### src/rtl/input_conditioner.sv
// Synchronizes, prescale-samples and debounces a raw key/switch level.
// Define INPUT_CONDITIONER_INVERT_EN to invert key_raw ahead of the synchronizer (active-low keys).
module input_conditioner #(
  parameter int DIV_WIDTH      = 20,
  parameter int STABLE_SAMPLES = 4
) (
  input  logic clk,
  input  logic reset_n,
  input  logic key_raw,
  output logic en,
  output logic a,
  output logic changed
);

  localparam int STAB_W = $clog2(STABLE_SAMPLES + 1);
  localparam logic [STAB_W-1:0] STAB_LAST = STAB_W'(STABLE_SAMPLES - 1);

  logic key_in;
`ifdef INPUT_CONDITIONER_INVERT_EN
  assign key_in = ~key_raw;
`else
  assign key_in = key_raw;
`endif

  logic                 sync1_q, sync1_d;
  logic                 sync_q, sync_d;
  logic [DIV_WIDTH-1:0] presc_q, presc_d;
  logic                 en_q, en_d;
  logic [STAB_W-1:0]    stab_q, stab_d;
  logic                 a_q, a_d;
  logic                 changed_q, changed_d;

  always_comb begin
    sync1_d   = key_in;
    sync_d    = sync1_q;
    presc_d   = presc_q + 1'b1;
    // en_q is high during the cycle in which presc_q holds all-ones
    en_d      = (presc_d == '1);
    stab_d    = stab_q;
    a_d       = a_q;
    changed_d = 1'b0;
    if (en_q) begin
      if (sync_q == a_q) begin
        stab_d = '0;
      end else if (stab_q == STAB_LAST) begin
        a_d       = sync_q;
        stab_d    = '0;
        changed_d = 1'b1;
      end else begin
        stab_d = stab_q + 1'b1;
      end
    end
  end

  always_ff @(posedge clk or negedge reset_n) begin
    if (!reset_n) begin
      sync1_q   <= 1'b0;
      sync_q    <= 1'b0;
      presc_q   <= '0;
      en_q      <= 1'b0;
      stab_q    <= '0;
      a_q       <= 1'b0;
      changed_q <= 1'b0;
    end else begin
      sync1_q   <= sync1_d;
      sync_q    <= sync_d;
      presc_q   <= presc_d;
      en_q      <= en_d;
      stab_q    <= stab_d;
      a_q       <= a_d;
      changed_q <= changed_d;
    end
  end

  assign en      = en_q;
  assign a       = a_q;
  assign changed = changed_q;

endmodule

### config.mk
export PLATFORM = sky130hd
export DESIGN_NAME = input_conditioner
export DESIGN_NICKNAME = d
export VERILOG_FILES = /design/src/rtl/input_conditioner.sv
export SDC_FILE = /design/constraint.sdc
export NUM_CORES = 1
export LEC_CHECK = 0
export BUFFER_PORTS_ARGS = -buffer_cell sky130_fd_sc_hd__buf_2
export CORE_ASPECT_RATIO = 1.2
export CORE_MARGIN = 2
export CORE_UTILIZATION = 60
export CTS_BUF_LIST = sky130_fd_sc_hd__clkbuf_8
export DETAILED_ROUTE_END_ITERATION = 8
export PLACE_DENSITY_LB_ADDON = 0.1
export SYNTH_ARGS = -nofsm -noshare
export SYNTH_HDL_FRONTEND = slang
export SYNTH_SLANG_ARGS = --single-unit
### constraint.sdc
create_clock -name clk -period 4.1 [get_ports clk]
set_input_delay 0.41 -clock clk [delete_from_list [all_inputs] [get_ports clk]]
set_output_delay 0.41 -clock clk [all_outputs]
set_load 0.05 [all_outputs]
# ---- Word-level counts from Yosys, hierarchy flattened
# Cells that the tools add are included.
dict set report word_totals {
  ff_bits 28
  wordCells 19
  out_inout_bits 3
  input_bits 3
}
dict set report classes {
  bitwise 1
  add_sub_neg 2
  reduce_logical 1
  mux 5
  n_eq_ne 3
}
# op n
set ops {}
lappend ops {{$add 20x1->20 const B} 1}
lappend ops {{$eq 20x20->1 const B} 1}
lappend ops {{$mux 3} 2}
lappend ops {{$add 3x1->3 const B} 1}
lappend ops {{$eq 3x2->1 const B} 1}
lappend ops {{$mux 1} 3}
lappend ops {{$reduce_and 3->1} 1}
lappend ops {{$eq 1x1->1} 1}
lappend ops {{$not 1->1} 1}

# ---- Longest topological paths before layout
# Gate-level depths: netlist (run 1).
dict set report logic_depth {
  depth_word 4
  depth_mapped 6
}

# ---- Worst setup path before layout (run 1)
# No wires, ideal clock.
dict set report synth_path {
  kind {register -> register}
  startpoint {register a_q (netlist: a)}
  endpoint {register a_q (netlist: a)}
  setup_time_ns 0.125
  path_slack_ns 2.532
  t_arrival_ns 1.444
  path_stages_with_launch 5
  n_path_buf 0
  path_cell_list {dfrtp_1 -> xor2_1 -> nand2_1 -> nor2_1 -> mux2_2}
}
dict set report synth_via {
  elab_chain_cells 3
}
# element line_no
set synth_rtl {}
lappend synth_rtl {{start, declared} 30} ;# logic a_q, a_d;
lappend synth_rtl {{start signal, assigned} 62} ;# a_q <= 1'b0;
lappend synth_rtl {{start signal, assigned} 70} ;# a_q <= a_d;
lappend synth_rtl {{$eq 1x1->1} 43} ;# if (sync_q == a_q) begin
lappend synth_rtl {{$not 1->1 (no source line)} -}
lappend synth_rtl {{$reduce_and 3->1 (no source line)} -}
# No other way between the ends.
# A chain may end at the register's enable or synchronous reset.

# ---- Final worst setup path (run 1)
dict set report layout_path {
  startpoint {register presc_q[0]}
  endpoint {register en_q (netlist: en)}
}
dict set report layout_via {
  elab_chain_cells 2
}
# element line_no
set layout_rtl {}
lappend layout_rtl {{start, declared} 27} ;# logic [DIV_WIDTH-1:0] presc_q, presc_d;
lappend layout_rtl {{start signal, assigned} 67} ;# presc_q <= presc_d;
lappend layout_rtl {{$add 20x1->20} 36} ;# presc_d = presc_q + 1'b1;
lappend layout_rtl {{$eq 20x20->1} 38} ;# en_d = (presc_d == '1);
lappend layout_rtl {{via en_d} 28} ;# logic en_q, en_d;
lappend layout_rtl {{end signal, assigned} 68} ;# en_q <= en_d;
lappend layout_rtl {{end, declared} 28}
# The timed path passes the listed nets, and every way through them passes these cells.

==> results of run 1 <==
area by class of cell:
type | count | share of cell area (%)
Inverter | 5 | 1.36
Timing Repair Buffer | 5 | 1.82
Clock buffer | 3 | 3.00
Clock inverter | 1 | 2.18
Multi-Input combinational cell | 75 | 38.9
Sequential cell | 28 | 50.9
Tap cell | 20 | 1.82
power by group through the flow:
stage	clock network, µW	registers [µW]	logic, µW
6_report	210	277	6.49
5_1_grt	228	278	8.07
4_1_cts	215	277	6.90
3_5_place_dp	0	283	6.89
3_3_place_gp	0	283	6.78
2_1_floorplan	0	283	0.663
how the worst max path moves through the flow:
stage	startpoint	endpoint	slack [ns]	cells after the start
final	presc_q[0]	en	2.47	6
after global routing	presc_q[0]	en	2.32	6
after CTS	presc_q[2]	en	2.46	5
after detailed placement	presc_q[2]	en	2.47	5
after global placement	presc_q[2]	en	2.50	5
after floorplan	a	a	2.53	4
registers in the layout, indices dropped and copies added (netlist names):
| name | cells |
|---|---|
| sync1_q | 1 |
| presc_q | 20 |
| a | 1 |
| en | 1 |
| sync_q | 1 |
| stab_q | 3 |
| changed | 1 |
worst register-to-register path: stages, from the launching register on:
cell and delay (ns):
dfrtp_1 0.39, ha_1 0.24, nand2_1 0.15, nor3b_1 0.25, a31oi_1 0.08, o32ai_1 0.25, and4_1 0.22
kinds of logic (layout without fill, tap and decap cells):
group,count (synthesis),count (layout)
simple gates,46,46
flops,28,28
xor+xnor,19,19
compound gates,6,6
buf+inv,5,14
fa+ha+maj,3,3
mux,1,1
through the flow:
step	hold slack, ns	util [%]	std cells	area, µm²
after floorplan	0.114	-	108	1250
after global placement	0.335	64.4	133	1310
after detailed placement	0.336	64.4	133	1310
after CTS	0.156	67.9	137	1380
after global routing	0.181	67.9	137	1380
final	0.138	67.9	137	1380
per-layer routing:
metal / vias up / track usage [%]
li1: 392 / -
met4: 0 / 8.57
met3: 6 / 3.69
met1: 386 / 23.1
met5: - / 0
met2: 15 / 29.3
placed cells by master (no fill, tap or decap):
cell | synthesis | layout
buf_2 | 0 | 5
a211oi_1 | 1 | 1
nand4_1 | 6 | 6
ha_1 | 3 | 3
a31oi_1 | 1 | 1
nand2_2 | 1 | 1
nor4_2 | 1 | 1
and3_1 | 2 | 2
o32ai_1 | 1 | 1
clkbuf_8 | 0 | 3
nor2_1 | 9 | 9
nor3b_1 | 2 | 2
inv_1 | 5 | 5
xnor2_2 | 1 | 1
nor4_4 | 1 | 1
a21boi_0 | 1 | 1
or2_2 | 1 | 1
nand4_2 | 1 | 1
mux2_2 | 1 | 1
nand2b_1 | 2 | 2
nand2_1 | 8 | 8
dfrtp_1 | 28 | 28
bufinv_16 | 0 | 1
nor2b_1 | 2 | 2
o21ai_0 | 1 | 1
xor2_1 | 9 | 9
o22ai_1 | 1 | 1
xnor2_1 | 9 | 9
nand3_1 | 7 | 7
and4_1 | 2 | 2
and2_1 | 1 | 1
==> flow_summary_export.csv, run 1 <==
group,metric,value,unit
floorplan,die-area,2480,µm²
grt,track_usage,18.2,%
detailed_routing,highest_layer,"met4",
clock_network,clock_latency,0.26,ns
detailed_routing,drt_pre_antenna_iters,4,
sta,finalSetupViolCount,0,
final_layout,multi_input_area,536,µm²
yosys,muxShareOfSynthArea,0.897,%
floorplan,core_area,2030,µm²
power,p_int,408,µW
clock_network,cts_max_level,1,
critical_path,r2r-start,"presc_q[0]",
floorplan,fp.dieH,54.1,µm
floorplan,rows,18,
sta,period_needed,1.63,ns
yosys,yosys-top-cells-area,"dfrtp_1, xnor2_1, xor2_1, ha_1, nand4_1",
clock_network,cts_setup_buffers,0,
power,clock_power_share,42.6,%
yosys,seq_area_frac_synth,55.8,%
detailed_routing,drc,0,
critical_path,start_kind,"register",
grt,grt_max_degree,29,
place,post-place-ws,2.47,ns
clock_network,cts_resized,0,
sta,rsz0062_at_grt,"no",
floorplan,initial_utilization,61.9,%
clock_network,cts-root-buf,"clkbuf_8",
clock_network,cts.sinks,28,
detailed_routing,wl_met3,57,µm
critical_path,timing.rr.end,"en",
final_layout,drive_gt1_share,13.7,%
power,peakVddDrop,0.000239,V
sta,timing.final.max_slew_violations,0,
critical_path,crit_type,"register to register",
yosys,syn_area,1250,µm²
critical_path,rrSetupSlack,2.47,ns
sta,hold_viol,0,
yosys,synth_top_family_by_area,"simple AND/OR/NAND/NOR gates",
place,io_buffers,5,
sta,finClkSkew,0.00355,ns
flow_run,cap_violations,0,
power,sw_frac_of_total,17.4,%
clock_network,cts_tree,"yes",
yosys,synthTopCellsByCount,"dfrtp_1, nor2_1, xnor2_1, xor2_1, nand2_1",
yosys,ys_warn_count,0,
grt,grt_overflow,0,
sta,relSlewSlack,60.0,%
final_layout,num-fill-cells,153,
yosys,syn_avg_cell_area,11.6,µm²
grt,antenna_found_initial,0,
yosys,synth-compound-area-share,3.29,%
yosys,synthCells,108,
power,p_leak,0.000677,µW
detailed_routing,avgViaCountPerCell,5.83,
critical_path,crit_required,4.31,ns
clock_network,cts_hold_buf,0,
yosys,synth_simple_gate_area_share,21.6,%
run_status,status,"complete, no violations",
yosys,synth_top_area_cell,"dfrtp_1",
critical_path,worst-path-buf-inv,0,
power,seqPwrFrac,56.1,%
detailed_routing,vias,799,
detailed_routing,wl_met2,875,µm
critical_path,path_delay_family,"simple AND/OR/NAND/NOR gates",
power,power,494,µW
yosys,synth_xor_xnor_area_share,13.9,%
sta,worstMarginPinSlew,0.601,ns
yosys,yosysUniqueCellTypes,28,
power,switchingPower,85.8,µW
grt,grt_pass1_wl,3230,µm
place,gp_congestion,0.808,
final_layout,final_net_count,124,
sta,timing.final.crit_share,39.7,%
power,comb_power_share,1.3,%
detailed_routing,post_drt_wl_per_cell,14.0,µm
power,p_per_area,359,nW/µm²
detailed_routing,wl_met1,952,µm
clock_network,path_clk_slew,0.09,ns
floorplan,io_pins,6,
critical_path,end_kind,"register",
yosys,synth_flop_cell,"dfrtp_1",
yosys,synth_adder_area_share,2.99,%
grt,grt_pass1_vias,780,
sta,tns,0,ns
hold_path,hold_path_class,"primary input to async pin",
critical_path,critPathSlowestCell,"dfrtp_1",
critical_path,cp_data_arrival_time,1.83,ns
floorplan,die_w,45.8,µm
final_layout,area_delta_synth_final,9.67,%
detailed_routing,drtIter0Drc,13,
yosys,yosysMostFrequentCell,"dfrtp_1",
critical_path,path_max_fanout,4,
sta,worst_slack,2.47,ns
place,dp_hpwl,1390,µm
sta,max_freq,615,MHz
critical_path,cpPeakStageDelay,0.39,ns
critical_path,r2r_cells,6,
clock_network,clockBufferDepth,2,
yosys,async_flop_share,100,%
detailed_routing,drt_wl_total,1920,µm
clock_network,numCtsBuffers,3,
final_layout,num_antenna_cells,0,
yosys,ys_ff_latch,28,
yosys,yosysTopAreaCellShare,55.8,%
final_layout,ff_latch_area,701,µm²
yosys,syn-num-nets,114,
detailed_routing,postRouteAntennaNets,0,
yosys,synth_edf_count,0,
critical_path,path_cells,"ha_1 -> nand2_1 -> nor3b_1 -> a31oi_1 -> o32ai_1 -> and4_1",
No activity file was read; power rests on OpenSTA's default activity.
==> inputs of run 2 (changes only) <==
==> constraint.sdc (replaced) <==
create_clock -name clk -period 1.7 [get_ports clk]
set_input_delay 0.17 -clock clk [delete_from_list [all_inputs] [get_ports clk]]
set_output_delay 0.17 -clock clk [all_outputs]
set_load 0.05 [all_outputs]
==> flow_summary_export.csv, run 2 (same netlist as run 1, synthesis figures left out) <==
group,metric,value,unit
clock_network,cts_tree,"yes",
final_layout,final_net_count,127,
sta,finClkSkew,0.00151,ns
critical_path,start_kind,"register",
power,peakVddDrop,0.000828,V
critical_path,path_max_fanout,6,
critical_path,critPathSlowestCell,"dfrtp_1",
hold_path,hold_path_class,"register to register",
critical_path,critPathLaunch,"presc_q[2]",
final_layout,drive_gt1_share,15.8,%
floorplan,core_area,2030,µm²
grt,antenna_found_initial,0,
critical_path,end_kind,"register",
flow_run,cap_violations,0,
critical_path,rrSetupSlack,0.1,ns
clock_network,cts.sinks,28,
clock_network,clockBufferDepth,2,
clock_network,path_clk_slew,0.09,ns
power,p_leak,0.000690,µW
detailed_routing,postRouteAntennaNets,0,
sta,hold_viol,0,
grt,grt_pass1_wl,3200,µm
hold_path,min-delay-start,"sync1_q",
detailed_routing,drt_pre_antenna_iters,4,
floorplan,io_pins,6,
floorplan,die-area,2480,µm²
place,gp_congestion,0.797,
critical_path,r2r-start,"presc_q[2]",
clock_network,clock_latency,0.27,ns
sta,period_needed,1.60,ns
sta,timing.final.crit_share,94.2,%
final_layout,fin_util,69.6,%
critical_path,path_cells,"nand3_1 -> nor4_4 -> nand2_2 -> xnor2_2 -> and4_1",
detailed_routing,post_drt_wl_per_cell,13.9,µm
critical_path,crit_type,"register to register",
power,p_per_area,850,nW/µm²
final_layout,largest_register_ffs,20,
final_layout,layout_commonest_cell,"dfrtp_1",
grt,grt_overflow,0,
critical_path,cp_data_arrival_time,1.77,ns
final_layout,ff_latch_area,701,µm²
sta,max_freq,624,MHz
detailed_routing,vias,773,
sta,timing.final.max_slew_violations,0,
place,dp_hpwl,1380,µm
final_layout,num-fill-cells,142,
clock_network,cts_max_level,1,
critical_path,path_delay_family,"simple AND/OR/NAND/NOR gates",
grt,grt_max_degree,29,
detailed_routing,avgViaCountPerCell,5.52,
final_layout,area_delta_synth_final,12.5,%
place,io_buffers,5,
critical_path,crit_required,1.87,ns
critical_path,worst-path-buf-inv,0,
detailed_routing,drt_wl_total,1950,µm
floorplan,fp.dieH,54.1,µm
run_status,status,"complete, no violations",
detailed_routing,drtIter0Drc,8,
grt,track_usage,18.2,%
sta,relSlewSlack,60.8,%
clock_network,cts-root-buf,"clkbuf_8",
place,post-place-ws,0.113,ns
clock_network,cts_setup_buffers,0,
final_layout,num_antenna_cells,0,
floorplan,die_w,45.8,µm
final_layout,regMostFlops,"presc_q",
floorplan,initial_utilization,61.9,%
sta,worstMarginPinSlew,0.588,ns
final_layout,largestRegisters,"presc_q x20, stab_q x3",
floorplan,rows,18,
sta,worst_slack,0.0985,ns
sta,finalSetupViolCount,0,
grt,grt_pass1_vias,769,
final_layout,final_cell_mix,"dfrtp_1, nor2_1, xnor2_1, xor2_1, nand2_1",
final_layout,multi_input_area,543,µm²
clock_network,numCtsBuffers,3,
detailed_routing,drc,0,
critical_path,cpPeakStageDelay,0.45,ns
-- run 2: repair_timing --
| action | 4_1_cts | 5_1_grt |
|---|---|---|
| gates resized for setup | 0 | 2 |
| hold endpoints to repair | 29 | 0 |
| hold buffers | 2 | 0 |
| endpoints found under the setup margin | 0 | 1 |
-- run 2: routing by layer --
| layer | global-route usage (%) | share of wire, % |
|---|---|---|
| met1 | 24.9 | 46 |
| met2 | 28.6 | 51 |
| met3 | 3.02 | 1.8 |
| met4 | 7.14 | 1.4 |
| met5 | 0 | 0 |
-- run 2: worst reg2reg max path: stages, from the launching register on --
cell,delay (ns)
dfrtp_1,0.45
nand3_1,0.28
nor4_4,0.38
nand2_2,0.11
xnor2_2,0.14
and4_1,0.14
-- run 2: final timing paths --
path | to | cells past startpoint
min in group asynchronous | presc_q[2] | 2
min | sync_q | 0
max in group asynchronous | presc_q[0] | 2
max | en | 5
min reg2reg | sync_q | 0
max reg2reg | en | 5
-- run 2: final cells by class --
type                    count  share of cell area, %
flip-flops and latches     28                   49.6
multi-input cells          75                   38.5
repair buffers              8                   3.72
clock buffers               3                   2.93
clock inverters             1                   2.13
well taps                  20                   1.77
inverters                   5                   1.33
-- run 2: stage by stage --
step                  TNS, ns  hold slack (ns)  instance area (µm²)  total power (µW)  instances
floorplan                   0           -0.126                 1250               684        108
global placement            0            0.200                 1310               698        134
detailed placement          0            0.206                 1310               699        134
CTS                         0            0.368                 1400              1220        140
global route        -0.000256            0.372                 1410              1250        140
finish                      0            0.361                 1410              1200        140
-- run 2: power breakdown --
group / total (µW) / switching [µW] / internal (µW)
clock network: 513 / 197 / 315
logic: 18.8 / 13.5 / 5.32
registers: 669 / 1.02 / 668
total: 1200 / 212 / 988
